### src/rtl/tpu_ub_pkg.sv
// Shared definitions for the unified-buffer (UB) port.
//   UB_ADDR_W / UB_DATA_W / UB_LEN_W : default geometry of the UB port
//   REQ_HOST / REQ_SA / REQ_VPU      : requester indices on the arbiter
//   ub_burst_t                       : one burst descriptor {we, addr, len}
package tpu_ub_pkg;

    localparam int UB_ADDR_W = 10;
    localparam int UB_DATA_W = 64;
    localparam int UB_LEN_W  = 3;
    localparam int UB_N_REQ  = 3;

    localparam int REQ_HOST = 0;
    localparam int REQ_SA   = 1;
    localparam int REQ_VPU  = 2;

    // len encodes beats-1, so a burst is 1..2^UB_LEN_W beats.
    typedef struct packed {
        logic                 we;
        logic [UB_ADDR_W-1:0] addr;
        logic [UB_LEN_W-1:0]  len;
    } ub_burst_t;

endpackage

### src/rtl/ub_port_arbiter_if.sv
// Bundle of every non-clock signal of the UB port arbiter.
//   req_*   : per-master request side (flattened, master m owns slice m)
//   rsp_*   : read-return side, rsp_rdata shared and qualified by rsp_val
//   ub_*    : the single physical UB access port
//   arb_busy: high while a burst owns the port
// Handshake: a beat of master m transfers in a cycle where req_val[m] and
// req_rdy[m] are both high. req_rdy never depends on anything but the
// current owner, and a master must hold req_val (with stable we/addr/len)
// until it is granted; wdata must be stable while req_val is high.
// Modports: slave = arbiter view, master = environment (masters + UB) view.
interface ub_port_arbiter_if #(
    parameter int ADDR_W = 10,
    parameter int DATA_W = 64,
    parameter int N_REQ  = 3,
    parameter int LEN_W  = 3
);
    logic [N_REQ-1:0]        req_val;
    logic [N_REQ-1:0]        req_rdy;
    logic [N_REQ-1:0]        req_we;
    logic [N_REQ*ADDR_W-1:0] req_addr;
    logic [N_REQ*LEN_W-1:0]  req_len;
    logic [N_REQ*DATA_W-1:0] req_wdata;
    logic [N_REQ-1:0]        rsp_val;
    logic [DATA_W-1:0]       rsp_rdata;
    logic                    ub_en;
    logic                    ub_we;
    logic [ADDR_W-1:0]       ub_addr;
    logic [DATA_W-1:0]       ub_wdata;
    logic [DATA_W-1:0]       ub_rdata;
    logic                    arb_busy;

    modport slave (
        input  req_val, req_we, req_addr, req_len, req_wdata, ub_rdata,
        output req_rdy, rsp_val, rsp_rdata, ub_en, ub_we, ub_addr, ub_wdata,
               arb_busy
    );

    modport master (
        output req_val, req_we, req_addr, req_len, req_wdata, ub_rdata,
        input  req_rdy, rsp_val, rsp_rdata, ub_en, ub_we, ub_addr, ub_wdata,
               arb_busy
    );
endinterface

### src/rtl/ub_port_arbiter_rr_pick.sv
// Combinational round-robin selector.
//   req   : request vector
//   ptr   : index searched first; search wraps cyclically
//   grant : one-hot, first requester at or after ptr (zero if none)
//   any   : at least one request present
module rr_pick #(
    parameter int N     = 3,
    parameter int PTR_W = 2
) (
    input  logic [N-1:0]     req,
    input  logic [PTR_W-1:0] ptr,
    output logic [N-1:0]     grant,
    output logic             any
);
    always_comb begin
        logic [PTR_W:0]   sum;
        logic [PTR_W-1:0] idx;
        grant = '0;
        sum   = '0;
        idx   = '0;
        for (int i = 0; i < N; i++) begin
            // ptr + i < 2N, so one conditional subtract is a full modulo.
            sum = {1'b0, ptr} + (PTR_W+1)'(i);
            if (sum >= (PTR_W+1)'(N)) sum = sum - (PTR_W+1)'(N);
            idx = sum[PTR_W-1:0];
            if (grant == '0 && req[idx]) grant[idx] = 1'b1;
        end
    end

    assign any = |req;
endmodule

### src/rtl/ub_port_arbiter.sv
// Shares the single UB port between N_REQ masters, round-robin per burst.
//   clk, rst : clock, synchronous active-high reset
//   bus      : ub_port_arbiter_if.slave (request, response and UB signals)
// IDLE arbitrates and latches the winner's burst; BURST issues one UB beat
// per cycle in which the owner holds req_val. UB-side outputs are
// combinational so a beat reaches the UB in the cycle it is accepted.
module ub_port_arbiter
    import tpu_ub_pkg::*;
#(
    parameter int ADDR_W = UB_ADDR_W,
    parameter int DATA_W = UB_DATA_W,
    parameter int N_REQ  = UB_N_REQ,
    parameter int LEN_W  = UB_LEN_W
) (
    input  logic             clk,
    input  logic             rst,
    ub_port_arbiter_if.slave bus
);
    localparam int PTR_W = (N_REQ > 1) ? $clog2(N_REQ) : 1;

    localparam logic [0:0] ST_IDLE  = 1'b0;
    localparam logic [0:0] ST_BURST = 1'b1;

    logic [0:0]        state_q;
    logic [PTR_W-1:0]  ptr_q;
    logic [PTR_W-1:0]  owner_q;
    logic              we_q;
    logic [ADDR_W-1:0] addr_q;
    logic [LEN_W:0]    beats_q;
    logic              rsp_pend_q;
    logic [PTR_W-1:0]  rsp_owner_q;

    logic [N_REQ-1:0]  grant;
    logic              any;
    logic [PTR_W-1:0]  grant_idx;
    logic              sel_we;
    logic [ADDR_W-1:0] sel_addr;
    logic [LEN_W-1:0]  sel_len;
    logic              own_val;
    logic [DATA_W-1:0] own_wdata;
    logic              in_burst;
    logic              fire;

    rr_pick #(.N(N_REQ), .PTR_W(PTR_W)) u_rr_pick (
        .req   (bus.req_val),
        .ptr   (ptr_q),
        .grant (grant),
        .any   (any)
    );

    // Demux the winner's descriptor and the owner's live beat signals.
    always_comb begin
        grant_idx = '0;
        sel_we    = 1'b0;
        sel_addr  = '0;
        sel_len   = '0;
        own_val   = 1'b0;
        own_wdata = '0;
        for (int i = 0; i < N_REQ; i++) begin
            if (grant[i]) begin
                grant_idx = PTR_W'(i);
                sel_we    = bus.req_we[i];
                sel_addr  = bus.req_addr[i*ADDR_W +: ADDR_W];
                sel_len   = bus.req_len[i*LEN_W +: LEN_W];
            end
            if (owner_q == PTR_W'(i)) begin
                own_val   = bus.req_val[i];
                own_wdata = bus.req_wdata[i*DATA_W +: DATA_W];
            end
        end
    end

    assign in_burst = (state_q == ST_BURST);
    assign fire     = in_burst && own_val;

    always_comb begin
        bus.req_rdy = '0;
        bus.rsp_val = '0;
        for (int i = 0; i < N_REQ; i++) begin
            if (in_burst && owner_q == PTR_W'(i)) bus.req_rdy[i] = 1'b1;
            if (rsp_pend_q && rsp_owner_q == PTR_W'(i)) bus.rsp_val[i] = 1'b1;
        end
    end

    // Everything on the UB port is zero outside a firing beat.
    assign bus.ub_en     = fire;
    assign bus.ub_we     = fire && we_q;
    assign bus.ub_addr   = fire ? addr_q : '0;
    assign bus.ub_wdata  = (fire && we_q) ? own_wdata : '0;
    assign bus.arb_busy  = in_burst;
    // The UB already returns registered data one cycle after the beat, which
    // lines up with rsp_pend_q; gating keeps the shared bus quiet otherwise.
    assign bus.rsp_rdata = rsp_pend_q ? bus.ub_rdata : '0;

    always_ff @(posedge clk) begin
        if (rst) begin
            state_q     <= ST_IDLE;
            ptr_q       <= '0;
            owner_q     <= '0;
            we_q        <= 1'b0;
            addr_q      <= '0;
            beats_q     <= '0;
            rsp_pend_q  <= 1'b0;
            rsp_owner_q <= '0;
        end else begin
            // Owner tag travels with the read so the bubble-cycle response
            // cannot be misrouted by the grant made in that same cycle.
            rsp_pend_q <= fire && !we_q;
            if (fire) rsp_owner_q <= owner_q;

            case (state_q)
                ST_IDLE: begin
                    if (any) begin
                        owner_q <= grant_idx;
                        we_q    <= sel_we;
                        addr_q  <= sel_addr;
                        beats_q <= (LEN_W+1)'(sel_len) + (LEN_W+1)'(1);
                        state_q <= ST_BURST;
                    end
                end
                ST_BURST: begin
                    if (fire) begin
                        addr_q  <= addr_q + ADDR_W'(1);
                        beats_q <= beats_q - (LEN_W+1)'(1);
                        if (beats_q == (LEN_W+1)'(1)) begin
                            state_q <= ST_IDLE;
                            ptr_q   <= (owner_q == PTR_W'(N_REQ-1)) ? '0
                                     : owner_q + PTR_W'(1);
                        end
                    end
                end
                default: state_q <= ST_IDLE;
            endcase
        end
    end
endmodule

### src/flat_wrapper.sv
// flat-port wrapper written by rule: the top's interface ports become plain ports
module ub_port_arbiter_flat import tpu_ub_pkg::*;
#(
    parameter int ADDR_W = UB_ADDR_W,
    parameter int DATA_W = UB_DATA_W,
    parameter int N_REQ  = UB_N_REQ,
    parameter int LEN_W  = UB_LEN_W
)
  (clk, rst, bus_req_val, bus_req_we, bus_req_addr, bus_req_len, bus_req_wdata, bus_ub_rdata, bus_req_rdy, bus_rsp_val, bus_rsp_rdata, bus_ub_en, bus_ub_we, bus_ub_addr, bus_ub_wdata, bus_arb_busy);
  ub_port_arbiter_if #(.ADDR_W(ADDR_W), .DATA_W(DATA_W), .N_REQ(N_REQ), .LEN_W(LEN_W)) bus_i ();
  input  logic clk;
  input  logic rst;
  input wire logic [$bits(bus_i.req_val)-1:0] bus_req_val;
  input wire logic [$bits(bus_i.req_we)-1:0] bus_req_we;
  input wire logic [$bits(bus_i.req_addr)-1:0] bus_req_addr;
  input wire logic [$bits(bus_i.req_len)-1:0] bus_req_len;
  input wire logic [$bits(bus_i.req_wdata)-1:0] bus_req_wdata;
  input wire logic [$bits(bus_i.ub_rdata)-1:0] bus_ub_rdata;
  output wire logic [$bits(bus_i.req_rdy)-1:0] bus_req_rdy;
  output wire logic [$bits(bus_i.rsp_val)-1:0] bus_rsp_val;
  output wire logic [$bits(bus_i.rsp_rdata)-1:0] bus_rsp_rdata;
  output wire logic [$bits(bus_i.ub_en)-1:0] bus_ub_en;
  output wire logic [$bits(bus_i.ub_we)-1:0] bus_ub_we;
  output wire logic [$bits(bus_i.ub_addr)-1:0] bus_ub_addr;
  output wire logic [$bits(bus_i.ub_wdata)-1:0] bus_ub_wdata;
  output wire logic [$bits(bus_i.arb_busy)-1:0] bus_arb_busy;
  assign bus_i.req_val = bus_req_val;
  assign bus_i.req_we = bus_req_we;
  assign bus_i.req_addr = bus_req_addr;
  assign bus_i.req_len = bus_req_len;
  assign bus_i.req_wdata = bus_req_wdata;
  assign bus_i.ub_rdata = bus_ub_rdata;
  assign bus_req_rdy = bus_i.req_rdy;
  assign bus_rsp_val = bus_i.rsp_val;
  assign bus_rsp_rdata = bus_i.rsp_rdata;
  assign bus_ub_en = bus_i.ub_en;
  assign bus_ub_we = bus_i.ub_we;
  assign bus_ub_addr = bus_i.ub_addr;
  assign bus_ub_wdata = bus_i.ub_wdata;
  assign bus_arb_busy = bus_i.arb_busy;
  ub_port_arbiter #(.ADDR_W(ADDR_W), .DATA_W(DATA_W), .N_REQ(N_REQ), .LEN_W(LEN_W)) u_core (.clk(clk), .rst(rst), .bus(bus_i));
endmodule
### config.mk
export PLATFORM = sky130hd
export DESIGN_NAME = ub_port_arbiter_flat
export DESIGN_NICKNAME = d
export VERILOG_FILES = /design/src/rtl/tpu_ub_pkg.sv /design/src/rtl/ub_port_arbiter_if.sv /design/src/rtl/ub_port_arbiter_rr_pick.sv /design/src/rtl/ub_port_arbiter.sv /design/src/flat_wrapper.sv
export SDC_FILE = /design/constraint.sdc
export NUM_CORES = 1
export LEC_CHECK = 0
export BUFFER_PORTS_ARGS = -buffer_cell sky130_fd_sc_hd__buf_2
export CORE_AREA = 4 4 172 174
export DETAILED_ROUTE_END_ITERATION = 8
export DIE_AREA = 0 0 176 178
export GPL_ROUTABILITY_DRIVEN = 0
export PLACE_DENSITY = 0.44
export SETUP_SLACK_MARGIN = 0.02
export SLEW_MARGIN = 20
export SYNTH_ARGS = -nofsm -noshare
export SYNTH_HDL_FRONTEND = slang
export SYNTH_SLANG_ARGS = --single-unit
### constraint.sdc
create_clock -name clk -period 2.7 [get_ports clk]
set_input_delay 0.27 -clock clk [delete_from_list [all_inputs] [get_ports clk]]
set_output_delay 0.27 -clock clk [all_outputs]
set_load 0.01 [all_outputs]
**Word level (Yosys, flattened, before mapping)**

Cells that the tools add are included.

- Equal/unequal tests: 7
- Reductions and logical operators: 23
- Magnitude comparators: 9
- Bitwise gates (word level): 3
- $add $sub $neg: 9
- Muxes and demuxes: 55

Operators by type and width:

| operator | count |
|---|---|
| 2-to-1 mux 64 bit | 5 |
| 2-to-1 mux 10 bit | 6 |
| 2-to-1 mux 1 bit | 22 |
| one-hot mux 10 bit (2 select lines) | 1 |
| 2-to-1 mux 3 bit | 6 |
| logical AND 1 bit | 14 |
| adder 10 x 1 -> 10 bit (second input constant) | 1 |
| 2-to-1 mux 2 bit | 5 |
| < comparator 2 x 3 -> 1 bit (second input constant) | 3 |
| 2-to-1 mux 4 bit | 2 |
| one-hot mux 4 bit (2 select lines) | 1 |
| binary-select mux 1 bit (select 2 bit) | 3 |
| demux 1 bit (select 2 bit) | 3 |
| greater-or-equal comparator 2 x 1 -> 1 bit (second input constant) | 3 |
| greater-or-equal comparator 3 x 2 -> 1 bit (second input constant) | 2 |
| zero test 3 bit | 2 |
| OR 3 bit | 2 |
| subtractor 2 bit (second input constant) | 3 |
| adder 3 x 1 -> 4 bit (second input constant) | 1 |
| equality test 2 x 1 -> 1 bit (second input constant) | 2 |
| equality test 2 bit (second input constant) | 2 |
| equality test 4 x 1 -> 1 bit (second input constant) | 1 |
| zero test 2 bit | 2 |
| AND reduction 2 bit | 2 |
| 12 further kinds | 12 |

- Logic and storage cells: 114
- Bits of input ports: 303
- Register bits: 23
- Output and inout port bits: 147

**Depth between registers and ports, before layout**

- Depth after elaboration: 19
- Gate-level depth with buffers: 14
- Mapped depth without buffers: 13

**Hierarchy**

From an unflattened synthesis, not the netlist that was laid out.

- Cell total of the unflattened synthesis: 642
- Area total of the unflattened synthesis: 4,149.0 um^2

By module, submodules not included:

| module | cells an instance | times used | area an instance (um^2) | sequential area each (um^2) |
|---|---|---|---|---|
| ub_port_arbiter | 587 | 1 | 3,753.6 | 460.4 |
| rr_pick | 55 | 1 | 395.4 | 0.0 |

**Worst setup path before layout**

Ideal clock, no wire load.

- Kind: reg-to-reg
- Start: register u_core.ptr_q[1]
- End: register u_core.beats_q[2]
- Cell stages (with the launch flop): 13
- Slack: -0.025 ns
- Arrival time: 2.651 ns
- Path buffers: 1
- Clock period less this slack: 2.725 ns
- Required time: 2.626 ns
- Library setup time: 0.074 ns
- Path through: dfxtp_1 inv_1 ha_1 buf_6 mux2i_1 o22ai_2 mux2i_1 a41o_4 a221oi_1 nor2_1 ha_1 or3_1 a31oi_1

- Cells in the longest elaborated chain, start to end: 19
- Elaborated cells on any way between the ends: 47
- Classes of those cells: add/sub: 6; order compare: 9; mux: 23; bitwise: 2; reduce/logical: 7

Ends and longest elaborated chain:

| item | line | source |
|---|---|---|
| start: declaration | ub_port_arbiter.sv:25 | `logic [PTR_W-1:0] ptr_q;` |
| start signal: assignment | ub_port_arbiter.sv:127 | `ptr_q <= (owner_q == PTR_W'(N_REQ-1)) ? '0` |
| branches (longest 12 deep; another with adder 2 x 1 -> 3 bit) | n/a |  |
| 2-to-1 mux 3 bit * | ub_port_arbiter_rr_pick.sv:26 | `if (grant == '0 && req[idx]) grant[idx] = 1'b1;` |
| 2-to-1 mux 3 bit (2 in series) | ub_port_arbiter.sv:60 | `if (grant[i]) begin` |
| 2-to-1 mux 3 bit * | ub_port_arbiter.sv:60 |  |
| adder 3 x 1 -> 4 bit * | ub_port_arbiter.sv:117 | `beats_q <= (LEN_W+1)'(sel_len) + (LEN_W+1)'(1);` |
| 2-to-1 mux 4 bit * | ub_port_arbiter.sv:113 | `if (any) begin` |
| one-hot mux 4 bit (2 select lines) * | ub_port_arbiter.sv:111 | `case (state_q)` |
| end signal: assignment | ub_port_arbiter.sv:117 |  |
| end signal: assignment | ub_port_arbiter.sv:124 | `beats_q <= beats_q - (LEN_W+1)'(1);` |
| end: declaration | ub_port_arbiter.sv:29 | `logic [LEN_W:0] beats_q;` |

Every way passes the cells marked *. The select of a mux whose other input is x is not followed.
A chain may end at the register's enable or synchronous reset.

**Worst setup path after layout**

- Start: register u_core.ptr_q[0]
- End: register u_core.beats_q[1]

The elaborated chain is that of the path after synthesis.

==> impl_metrics.yaml <==
run_status:
  outcome: "finished, final reports clean"
setup_path:
  ff_to_ff_start: "u_core.ptr_q[0]"
  critical_path_peak_fanout: 4
  crit_required_ns: 2.84
  worst_setup_path_end_kind: "flip-flop"
  critPathKind: "reg2reg"
  worst-endpoint-arrival_ns: 2.78
  critical_path_origin: "u_core.ptr_q[0]"
  setup.worst_path.start_class: "flip-flop"
logic_synthesis:
  synth_enable_flop_cells: 0
  post_synth_num_cell_types: 57
  synth.cells.most_frequent: "nor2_1, a21oi_1, and2_1"
  ys_ff_latch: 23
  yosys_warnings: 0
  post-synth-top-count-cell: "nor2_1"
  netlist_top_cells_area: "mux2i_1, nor2_1, and2_1"
  synth_async_sr_flop_share_pct: 0
  synth.net_count: 910
  post_synth_instance_area_um2: 3845
  mean_syn_cell_area_um2: 6.419
  synth.yosys.seq_area_share_pct: 11.98
  ys_dominant_reg_cell: "dfxtp_1"
  post_synth_inst_count: 599
  yosysTopAreaCellShare_pct: 18.48
  synth_largest_area_cell: "mux2i_1"
min_path:
  hp-class: "in2reg"
  hold_start: "bus_req_addr[28]"
power_and_ir_drop:
  total_power_after_layout_mw: 1.865
  leakage_nw: 3.593
  irDropWorstVdd_v: 0.0002230
  power.density_nw_per_um2: 271.4
final_layout:
  layout-drive-gt1-share_pct: 50.34
  fin_util_pct: 24.73
  n_fill_cell: 3247
  nNetsFinal: 1343
  finished_layout_cell_area_um2: 6872
  finalNonFillerCells: 1411
  synthesis_to_finish_area_growth_pct: 78.72
floorplanning:
  io_pins: 450
  dieWidth_um: 176
  fp-row-count: 61
  dieArea_um2: 31330
  fp.coreArea_um2: 27780
  die_height_um: 178
  start_util_pct: 13.84
clock_tree:
  cts_num_sinks: 23
  clkTransAtPathRegs_ns: 0.07
  cts_made_buffers: 3
  clk_root_buffer_cell: "clkbuf_16"
  worst_skew_pair.late_latency_ns: 0.27
  hold_buffers: 0
  cts-htree-levels: 1
  number_of_buffers_on_the_longest_clock_path: 2
  cts_tree: "yes"
route:
  avgRoutedWirePerCell_um: 17.57
  drt_first_pass_iters: 5
  wirelength_mm: 24.80
  ant_nets: 0
  via_per_inst: 4.206
  vias: 5934
  drcViolationCount: 0
  count_of_routing_violations_after_the_opening_detailed_route_iteration: 339
timing:
  fin_crit_sh_pct: 97.70
  worstMarginPinSlew_ns: 0.7825
  totalNegativeSetupSlack_ns: 0
  setup_ws_ns: 0.06219
  timing.final.max_slew_violations: 0
  report.final.hold_viol_count: 0
  rsz0062_at_grt: "true"
  period_minus_slack_ns: 2.638
  hold_slack_ns: 0.2958
  max_clock_freq_mhz: 379.1
  relSlewSlack_pct: 47.48
  finClkSkew_ns: 0.004910
  setup_viol_count_final: 0
flow_run:
  cap_viol_max_count: 0
placed_design:
  numPortBuffers: 449
  placement.cell_area_um2: 6604
  hpwlAfterDp_mm: 20.34
  pre_cts_slack_ns: -0.09822
  place_inst: 1400
grt:
  vias_in_the_first_global_route: 5720
  first_pass_grt_wire_length_mm: 34.98
  antenna_found_initial: 3
  grt_max_degree: 72
  sum_of_overflow_across_all_layers_after_global_routing: 0
  globalRouteTotalUtil_pct: 13.92
registers in the layout, summed over array words and instances (netlist names):
signal               flops
u_core.bus.arb_busy      1
u_core.addr_q           10
u_core.rsp_owner_q       2
u_core.we_q              1
u_core.beats_q           4
u_core.ptr_q             2
u_core.owner_q           2
u_core.rsp_pend_q        1
layout make-up:
class                   instances  area [µm²]  area share, %
diodes                          2       5.005        0.07283
clock buffers                   3       75.07          1.092
clock inverters                 1       6.256        0.09104
inverters                      12       45.04         0.6555
multi-input cells             512        3256          47.38
flip-flops and latches         23       470.5          6.846
well taps                     378       473.0          6.883
repair buffers                480        2541          36.98
worst max-delay path, cell delays in order, from the launching register on:
cell and delay, ns:
dfxtp_4 0.37, buf_6 0.10, ha_4 0.14, mux2i_4 0.31, o221ai_2 0.16, a2bb2oi_2 0.16, a41o_4 0.27, a221oi_4 0.29
nor2_2 0.07, ha_2 0.28, nor2_2 0.12, a211oi_2 0.04, a21oi_1 0.14, nor2_1 0.05
layer usage:
layer	share of wire (%)	vias to the layer above	track usage [%]
li1	-	2934	-
met1	43	2729	18.88
met2	48	245	23.12
met3	7.3	24	2.692
met4	1.5	2	2.891
met5	0.052	-	0
cell usage in the layout (no fill, tap or decap), drive strengths merged, types with 8 or more instances in the layout:
| cell type | synthesis | final |
|---|---|---|
| mux2i | 71 | 71 |
| nor2 | 159 | 159 |
| a21oi | 81 | 81 |
| ha | 8 | 8 |
| a221oi | 9 | 9 |
| nor3 | 13 | 13 |
| and2 | 74 | 74 |
| o21ai | 17 | 17 |
| inv | 11 | 12 |
| buf | 22 | 480 |
| nand2 | 17 | 17 |
| dfxtp | 23 | 23 |
power by group:
group	switching (mW)	leakage [nW]	internal (mW)
sequential	0.0565	0.192	0.380
clock	0.146	0.0414	0.202
combinational	0.560	3.36	0.521
worst paths after layout:
| kind | end | slack (ns) | cells past startpoint |
|---|---|---|---|
| setup / recovery | u_core.beats_q[1] | 0.06 | 13 |
| hold / removal | u_core.addr_q[8] | 0.30 | 3 |
| setup reg to reg | u_core.beats_q[1] | 0.06 | 13 |
| hold reg to reg | u_core.rsp_pend_q | 0.49 | 1 |
kinds of logic after synthesis:
logic type,Yosys count,synth area share (%)
compound gates,143,24.02
buf+inv,64,7.029
fa+ha+maj,8,2.603
mux,71,18.48
simple gates,290,35.89
flops,23,11.98
timing repair:
item / in CTS / in global routing
cloned: 0 / 0
resized for setup: 12 / 18
buffers inserted: 1 / 4
setup endpoints to repair: 2 / 3
pin swaps: 3 / 16
Power figures use the tool's default switching activity.
